$ cat src/rtl/fsm_autotest_multi.sv
// Autotest sequencer: reads a config block from SD, runs the UUT N times with a
// cycle timer and timeout, then writes a result block with the config echo and
// one {time,status} record per iteration.
//
// state     | meaning
// ----------+-----------------------------------------------------------
// IDLE      | leaving reset, start the SD init
// SPI_RST   | init request held until busy, then wait for busy low
// RD_BLK    | open read session on START_BLOCK, clear byte counter
// RD_BYTE   | byte read request held until busy
// RD_WAIT   | wait for busy low, capture spi_data_out
// CHECK     | validate signature, decide on runs
// UUT_RST   | UUT held in reset for UUT_RST_CYCLES cycles, timer cleared
// RUN       | UUT running, timer counting
// RECORD    | store {time,status} for this iteration
// WR_BLK    | open write session on START_BLOCK+1, preload first byte
// WR_BYTE   | byte write request held until busy
// WR_WAIT   | wait for busy low, advance to next byte
// DONE      | sequence complete, held until reset
// ERROR     | sequence aborted, held until reset
module fsm_autotest_multi #(
    parameter logic [31:0] START_BLOCK    = 32'h0010_0000,
    parameter int          PARAM_BYTES    = 8,
    parameter int          ITER_MAX       = 16,
    parameter logic [31:0] TIMEOUT_CYCLES = 32'h06E0_0000,
    parameter logic [31:0] SIGNATURE      = 32'hAABB_CCDD,
    parameter int          UUT_RST_CYCLES = 4
) (
    input  logic                     clk,
    input  logic                     rst,
    input  logic                     spi_busy,
    input  logic                     spi_err,
    input  logic                     spi_crc_err,
    input  logic [7:0]               spi_data_out,
    output logic [31:0]              spi_block_addr,
    output logic                     spi_rst,
    output logic                     spi_r_block,
    output logic                     spi_r_byte,
    output logic                     spi_w_block,
    output logic                     spi_w_byte,
    output logic [7:0]               spi_data_in,
    output logic                     uut_ctrl_mux,
    output logic                     uut_rst,
    output logic                     uut_start,
    input  logic                     uut_finish,
    output logic [8*PARAM_BYTES-1:0] uut_params,
    output logic                     done,
    output logic                     error,
    output logic [1:0]               err_code,
    output logic [31:0]              debug_signal
);

    if (5 + PARAM_BYTES + 5 * ITER_MAX > 512) begin : g_bad_cfg
        $error("fsm_autotest_multi: config echo plus records exceed one block");
    end

    localparam int IW = (ITER_MAX > 1) ? $clog2(ITER_MAX) : 1;
    localparam logic [9:0] REC_BASE = 10'(5 + PARAM_BYTES);

    typedef enum logic [4:0] {
        S_IDLE, S_SPI_RST, S_RD_BLK, S_RD_BYTE, S_RD_WAIT, S_CHECK, S_UUT_RST,
        S_RUN, S_RECORD, S_WR_BLK, S_WR_BYTE, S_WR_WAIT, S_DONE, S_ERROR
    } state_t;

    state_t                   state_q, state_d;
    logic                     ack_q;
    logic [9:0]               byte_cnt_q;
    logic [31:0]              sig_q;
    logic [7:0]               n_q;
    logic [8*PARAM_BYTES-1:0] params_q;
    logic [7:0]               iter_q;
    logic [31:0]              timer_q;
    logic [7:0]               rst_cnt_q;
    logic [31:0]              exit_time_q;
    logic [7:0]               exit_status_q;
    logic [31:0]              rec_time_q   [ITER_MAX];
    logic [7:0]               rec_status_q [ITER_MAX];
    logic [1:0]               err_code_q, err_code_d;
    logic [31:0]              addr_q;
    logic [7:0]               data_in_q;

    logic       rd_op, spi_op, timeout_hit;
    logic [9:0] wr_idx, rel, rec_i;
    logic [2:0] off;
    logic [7:0] wr_byte;

    assign rd_op  = (state_q == S_RD_BLK) || (state_q == S_RD_BYTE) || (state_q == S_RD_WAIT);
    assign spi_op = rd_op || (state_q == S_SPI_RST) || (state_q == S_WR_BLK) ||
                    (state_q == S_WR_BYTE) || (state_q == S_WR_WAIT);
    assign timeout_hit = (timer_q == TIMEOUT_CYCLES - 32'd1);

    // State register
    always_ff @(posedge clk or posedge rst) begin
        if (rst) state_q <= S_IDLE;
        else     state_q <= state_d;
    end

    // Next-state logic; SPI faults override whatever the state wanted to do
    always_comb begin
        state_d    = state_q;
        err_code_d = err_code_q;
        case (state_q)
            S_IDLE:    state_d = S_SPI_RST;
            S_SPI_RST: if (ack_q && !spi_busy) state_d = S_RD_BLK;
            S_RD_BLK:  state_d = S_RD_BYTE;
            S_RD_BYTE: if (spi_busy) state_d = S_RD_WAIT;
            S_RD_WAIT: if (!spi_busy) state_d = (byte_cnt_q == 10'd511) ? S_CHECK : S_RD_BYTE;
            S_CHECK: begin
                if (sig_q != SIGNATURE) begin
                    state_d    = S_ERROR;
                    err_code_d = 2'd1;
                end else if (n_q == 8'd0) begin
                    state_d = S_WR_BLK;
                end else begin
                    state_d = S_UUT_RST;
                end
            end
            S_UUT_RST: if (rst_cnt_q == 8'd0) state_d = S_RUN;
            S_RUN:     if (uut_finish || timeout_hit) state_d = S_RECORD;
            S_RECORD:  state_d = ((iter_q + 8'd1) < n_q) ? S_UUT_RST : S_WR_BLK;
            S_WR_BLK:  state_d = S_WR_BYTE;
            S_WR_BYTE: if (spi_busy) state_d = S_WR_WAIT;
            S_WR_WAIT: if (!spi_busy) state_d = (byte_cnt_q == 10'd511) ? S_DONE : S_WR_BYTE;
            default:   state_d = state_q;
        endcase
        if (rd_op && spi_crc_err) begin
            state_d    = S_ERROR;
            err_code_d = 2'd3;
        end else if (spi_op && spi_err) begin
            state_d    = S_ERROR;
            err_code_d = 2'd2;
        end
    end

    // Result block byte for the next write transfer
    always_comb begin
        wr_idx  = (state_q == S_WR_BLK) ? 10'd0 : byte_cnt_q + 10'd1;
        rel     = wr_idx - REC_BASE;
        rec_i   = rel / 10'd5;
        off     = 3'(rel % 10'd5);
        wr_byte = 8'h00;
        if (wr_idx < 10'd4) begin
            case (wr_idx[1:0])
                2'd0:    wr_byte = sig_q[31:24];
                2'd1:    wr_byte = sig_q[23:16];
                2'd2:    wr_byte = sig_q[15:8];
                default: wr_byte = sig_q[7:0];
            endcase
        end else if (wr_idx == 10'd4) begin
            wr_byte = n_q;
        end else if (wr_idx < REC_BASE) begin
            for (int k = 0; k < PARAM_BYTES; k++)
                if (wr_idx == 10'(5 + k)) wr_byte = params_q[8*k +: 8];
        end else if (rec_i < {2'b00, n_q}) begin
            case (off)
                3'd0:    wr_byte = rec_time_q[rec_i[IW-1:0]][7:0];
                3'd1:    wr_byte = rec_time_q[rec_i[IW-1:0]][15:8];
                3'd2:    wr_byte = rec_time_q[rec_i[IW-1:0]][23:16];
                3'd3:    wr_byte = rec_time_q[rec_i[IW-1:0]][31:24];
                default: wr_byte = rec_status_q[rec_i[IW-1:0]];
            endcase
        end
    end

    // Datapath: config capture, run timer, records, write byte register
    always_ff @(posedge clk or posedge rst) begin
        if (rst) begin
            ack_q         <= 1'b0;
            byte_cnt_q    <= '0;
            sig_q         <= '0;
            n_q           <= '0;
            params_q      <= '0;
            iter_q        <= '0;
            timer_q       <= '0;
            rst_cnt_q     <= '0;
            exit_time_q   <= '0;
            exit_status_q <= '0;
            err_code_q    <= '0;
            addr_q        <= '0;
            data_in_q     <= '0;
            for (int i = 0; i < ITER_MAX; i++) begin
                rec_time_q[i]   <= '0;
                rec_status_q[i] <= '0;
            end
        end else begin
            ack_q      <= (state_q == S_SPI_RST) && (ack_q || spi_busy);
            err_code_q <= err_code_d;
            if (state_d == S_RD_BLK) addr_q <= START_BLOCK;
            if (state_d == S_WR_BLK) addr_q <= START_BLOCK + 32'd1;
            case (state_q)
                S_RD_BLK: byte_cnt_q <= '0;
                S_RD_WAIT: if (!spi_busy) begin
                    byte_cnt_q <= byte_cnt_q + 10'd1;
                    if (byte_cnt_q < 10'd4) sig_q <= {sig_q[23:0], spi_data_out};
                    if (byte_cnt_q == 10'd4)
                        n_q <= (spi_data_out > 8'(ITER_MAX)) ? 8'(ITER_MAX) : spi_data_out;
                    for (int k = 0; k < PARAM_BYTES; k++)
                        if (byte_cnt_q == 10'(5 + k)) params_q[8*k +: 8] <= spi_data_out;
                end
                S_CHECK: begin
                    iter_q    <= '0;
                    rst_cnt_q <= 8'(UUT_RST_CYCLES - 1);
                end
                S_UUT_RST: begin
                    timer_q <= '0;
                    if (rst_cnt_q != 8'd0) rst_cnt_q <= rst_cnt_q - 8'd1;
                end
                S_RUN: begin
                    timer_q <= timer_q + 32'd1;
                    if (uut_finish || timeout_hit) begin
                        exit_time_q   <= timer_q;
                        exit_status_q <= uut_finish ? 8'h01 : 8'h02;
                    end
                end
                S_RECORD: begin
                    rec_time_q[iter_q[IW-1:0]]   <= exit_time_q;
                    rec_status_q[iter_q[IW-1:0]] <= exit_status_q;
                    iter_q    <= iter_q + 8'd1;
                    rst_cnt_q <= 8'(UUT_RST_CYCLES - 1);
                end
                S_WR_BLK: begin
                    byte_cnt_q <= '0;
                    data_in_q  <= wr_byte;
                end
                S_WR_WAIT: if (!spi_busy) begin
                    byte_cnt_q <= byte_cnt_q + 10'd1;
                    data_in_q  <= wr_byte;
                end
                default: ;
            endcase
        end
    end

    assign spi_block_addr = addr_q;
    assign spi_rst        = (state_q == S_SPI_RST) && !ack_q;
    assign spi_r_block    = rd_op;
    assign spi_r_byte     = (state_q == S_RD_BYTE);
    assign spi_w_block    = (state_q == S_WR_BLK) || (state_q == S_WR_BYTE) || (state_q == S_WR_WAIT);
    assign spi_w_byte     = (state_q == S_WR_BYTE);
    assign spi_data_in    = data_in_q;
    assign uut_ctrl_mux   = (state_q == S_UUT_RST) || (state_q == S_RUN) || (state_q == S_RECORD);
    assign uut_rst        = !((state_q == S_RUN) || (state_q == S_RECORD));
    assign uut_start      = (state_q == S_RUN);
    assign uut_params     = params_q;
    assign done           = (state_q == S_DONE);
    assign error          = (state_q == S_ERROR);
    assign err_code       = err_code_q;
    assign debug_signal   = {iter_q, byte_cnt_q[9:2], 8'h00, 3'h0, state_q};

endmodule
$ cat config.mk
export PLATFORM = sky130hd
export DESIGN_NAME = fsm_autotest_multi
export DESIGN_NICKNAME = d
export VERILOG_FILES = /design/src/rtl/fsm_autotest_multi.sv
export SDC_FILE = /design/constraint.sdc
export NUM_CORES = 2
export LEC_CHECK = 0
export CORE_UTILIZATION = 30
export DETAILED_ROUTE_END_ITERATION = 10
export GPL_ROUTABILITY_DRIVEN = 0
export PLACE_DENSITY = 0.49
export REMOVE_ABC_BUFFERS = 1
export SLEW_MARGIN = 30
export SYNTH_ARGS = -nofsm -noshare
export SYNTH_HDL_FRONTEND = slang
export SYNTH_SLANG_ARGS = --single-unit
$ cat constraint.sdc
create_clock -name clk -period 48.1 [get_ports clk]
set_input_delay 9.62 -clock clk [delete_from_list [all_inputs] [get_ports clk]]
set_output_delay 9.62 -clock clk [all_outputs]
set_load 0.01 [all_outputs]
==> flow_summary.ini <==
[run_status]
status = finished, final reports clean

[layout]
area_delta_synth_final_pct = 14.09
seq_area_mm2 = 0.01897
multi_input_area_mm2 = 0.01851
nFillCells = 12880
nets = 3679
drive_above_1_share_pct = 25.85
utilization_pct = 34.63

[yosys]
ys_warn_count = 0
yosysSeqAreaShare_pct = 48.82
avgSynthCellArea_um2 = 10.72
synth_common_cells = 758 x dfrtp_1, 671 x mux2_2, 560 x nand2_1
synth-edff-count = 0
ys_types = 108
synthCells = 3623
synth_top_area_cell = dfrtp_1
synth_most_common_cell = dfrtp_1
synth_area_mm2 = 0.03885
ys.flop_type = dfrtp_1
synth_seq_cells = 758
yosys-top-cells-area = dfrtp_1 49%, mux2_2 19%, nand2_1 5.4%
synthArstFlopShare_pct = 100.0
synth_top_area_share_pct = 48.82

[cts]
clkLatencyLatePin_ns = 0.66
cts_sinks = 758
cts_tree = done
cts_resized = 0
cts_hold_buf = 0
clk_pin_slew_ns = 0.06
root_buffer = clkbuf_16
cts_setup_buffers = 0
clockBufferDepth = 3
cts_buffers = 84
cts_htree_levels = 3

[floorplanning]
die_area_mm2 = 0.1310
start_util_pct = 30.35
die_x_um = 361.9
placementRows = 131
dieHeight_um = 361.9
ios = 162
core_mm2 = 0.1280

[min_path]
worstHoldStart = rec_status_q[113]$_DFFE_PP0P_
hp-class = flop to flop

[power_and_ir_drop]
irDropWorstVdd_v = 0.00002128
power_density_mw_per_mm2 = 29.21
p_leak_nw = 20.61

[detailed_routing]
drt_iter0_markers = 2327
dr.pass1.iters = 5
antenna_left = 0
wl_met2_um = 58610
wl_met3_um = 6230
wirelength_um = 126500
viasPerCell = 5.319
num_vias = 28860
drc = 0
wl_per_cell_um = 23.31
met1_length_um = 59180
highest_layer = met4

[critical_path]
crit_path_end_kind = output pin
cpLargestDelayFamily = buffers and inverters
startpoint = state_q[4]$_DFF_PP0_
path_cells = inv_1, and3_1, buf_4, nand2_1, clkinv_1, nor2_1, clkdlybuf4s50_1
r2r_start = state_q[0]$_DFF_PP0_
cp_max_fo = 18
crit_required_ns = 38.48
cp.buffers_inverters = 4
worstPathArrival_ns = 3.43
critPathKind = flop to output pin
slowest_stage = dfrtp_1
max_stage_delay_ns = 0.73
critPathLaunchType = flop

[global_routing]
overflow = 0
antenna_found_initial = 1
grt_usage_pct = 19.11
grt_pass1_wl_um = 191200
grt_pass1_vias = 28280
grt_max_degree = 155

[placed_design]
place.port_buffers = 120
hpwlAfterDp_um = 77100

[timing]
fin_skew_ns = 0.02174
hold_viol = 0
period_needed_ns = 13.05
rsz0062_at_grt = no
min_period_over_period_pct = 27.13
slew_headroom_pct = 35.07
tns_ns = 0
worst_pin_slew_ns = 0.9719
setup_viol = 0
max_freq_ghz = 0.07663
slew_violations = 0

[job]
max-cap-violations = 0
report_power, final:
part | internal, mW | switching, mW | leakage, nW
Combinational | 0.00227 | 0.0164 | 8.73
Sequential | 0.638 | 0.000305 | 10.5
Clock | 0.365 | 0.273 | 1.33
worst reg2reg max path, delay by kind of cell (launching register included):
family / cells / cell delay, ns
AND/OR/NAND/NOR: 13 / 3.56
AO/OA/AOI/OAI: 13 / 4.37
flip-flops: 1 / 0.51
multiplexers: 2 / 0.48
buffers and inverters: 3 / 1.67
adder cells (fa/ha/maj): 3 / 1.15
worst paths after layout:
path	cells past startpoint	endpoint	slack, ns
min	2	rec_status_q[113]$_DFFE_PP0P_	0.47
min in group asynchronous	2	uut_params[23]$_DFFE_PP0P_	9.50
max reg2reg	34	spi_data_in[6]$_DFFE_PP0P_	36.20
min reg2reg	2	rec_status_q[113]$_DFFE_PP0P_	0.47
max	7	uut_rst	35.05
max in group asynchronous	5	rec_time_q[281]$_DFFE_PP0P_	36.27
cell type report:
| class | instances | share of cell area, % |
|---|---|---|
| sequential | 758 | 42.79 |
| multi-input combinational | 2549 | 41.75 |
| clock buffer | 131 | 5.662 |
| tap | 1729 | 4.880 |
| timing repair buffer | 192 | 4.064 |
| clock inverter | 19 | 0.4290 |
| inverter | 46 | 0.4234 |
| antenna | 1 | 0.005645 |
cell usage in the layout, fill, tap and decap left out, types with 11 or more instances in the layout:
master / netlist / routed
a22oi_1: 33 / 33
nand3_1: 194 / 194
mux2_2: 671 / 671
dfrtp_1: 758 / 758
o21ai_0: 134 / 133
nand4_1: 45 / 45
a221oi_1: 18 / 18
o211ai_1: 23 / 23
a211oi_1: 15 / 15
or3_1: 14 / 14
o31ai_1: 16 / 16
conb_1: 1 / 41
mux2i_1: 77 / 77
o2111ai_1: 12 / 12
clkbuf_16: 0 / 85
clkbuf_1: 187 / 25
xnor2_1: 15 / 15
nor3_1: 40 / 36
a21oi_1: 124 / 123
nand2b_1: 14 / 14
clkinv_2: 0 / 12
nor2_1: 122 / 120
nor4_1: 16 / 15
buf_4: 55 / 67
o22ai_1: 11 / 11
o21ai_1: 14 / 14
a311oi_1: 11 / 11
and3_1: 33 / 32
clkdlybuf4s50_1: 0 / 120
nor2b_1: 21 / 21
nand2_2: 1 / 13
clkbuf_8: 0 / 21
ha_1: 34 / 34
a31oi_1: 33 / 33
nand2_1: 560 / 544
and2_1: 16 / 15
inv_1: 42 / 40
cell families after synthesis:
| kind of cell | synth area share, % |
|---|---|
| and+or+nand+nor | 13.38 |
| AOI/OAI and AO/OA | 10.16 |
| muxes | 21.53 |
| adders and majority gates | 1.095 |
| buffers and inverters | 4.322 |
| DFF | 48.82 |
| other | 0.009651 |
| xor gates and xnor gates | 0.6891 |
metal layers:
layer / vias to the layer above / global-route usage (%)
li1: 12970 / -
met1: 14910 / 27.47
met2: 815 / 30.64
met3: 162 / 2.217
met4: 0 / 4.221
met5: - / 0
metrics by stage:
| step | std cells | worst slack, ns | area [um2] | power, mW | hold WS [ns] |
|---|---|---|---|---|---|
| floorplan | 3353 | 17.21 | 37500 | 0.6613 | 0.4434 |
| global route | 5424 | 34.80 | 44330 | 1.340 | 0.5045 |
| global placement | 5272 | 35.16 | 41530 | 0.6688 | 0.4552 |
| detailed placement | 5273 | 35.32 | 41580 | 0.6691 | 0.4642 |
| finish | 5425 | 35.05 | 44330 | 1.295 | 0.4715 |
| CTS | 5423 | 35.03 | 44280 | 1.312 | 0.4778 |
flip-flops by register name, summed over array words and instances (netlist names), 8 cells and up:
name and count:
byte_cnt_q 10, exit_time_q 32, iter_q 8, n_q 8, rec_status_q 32, rec_time_q 512
rst_cnt_q 8, sig_q 32, spi_data_in 8, timer_q 32, uut_params 64
Note: power is estimated with default switching activity, not from simulation.
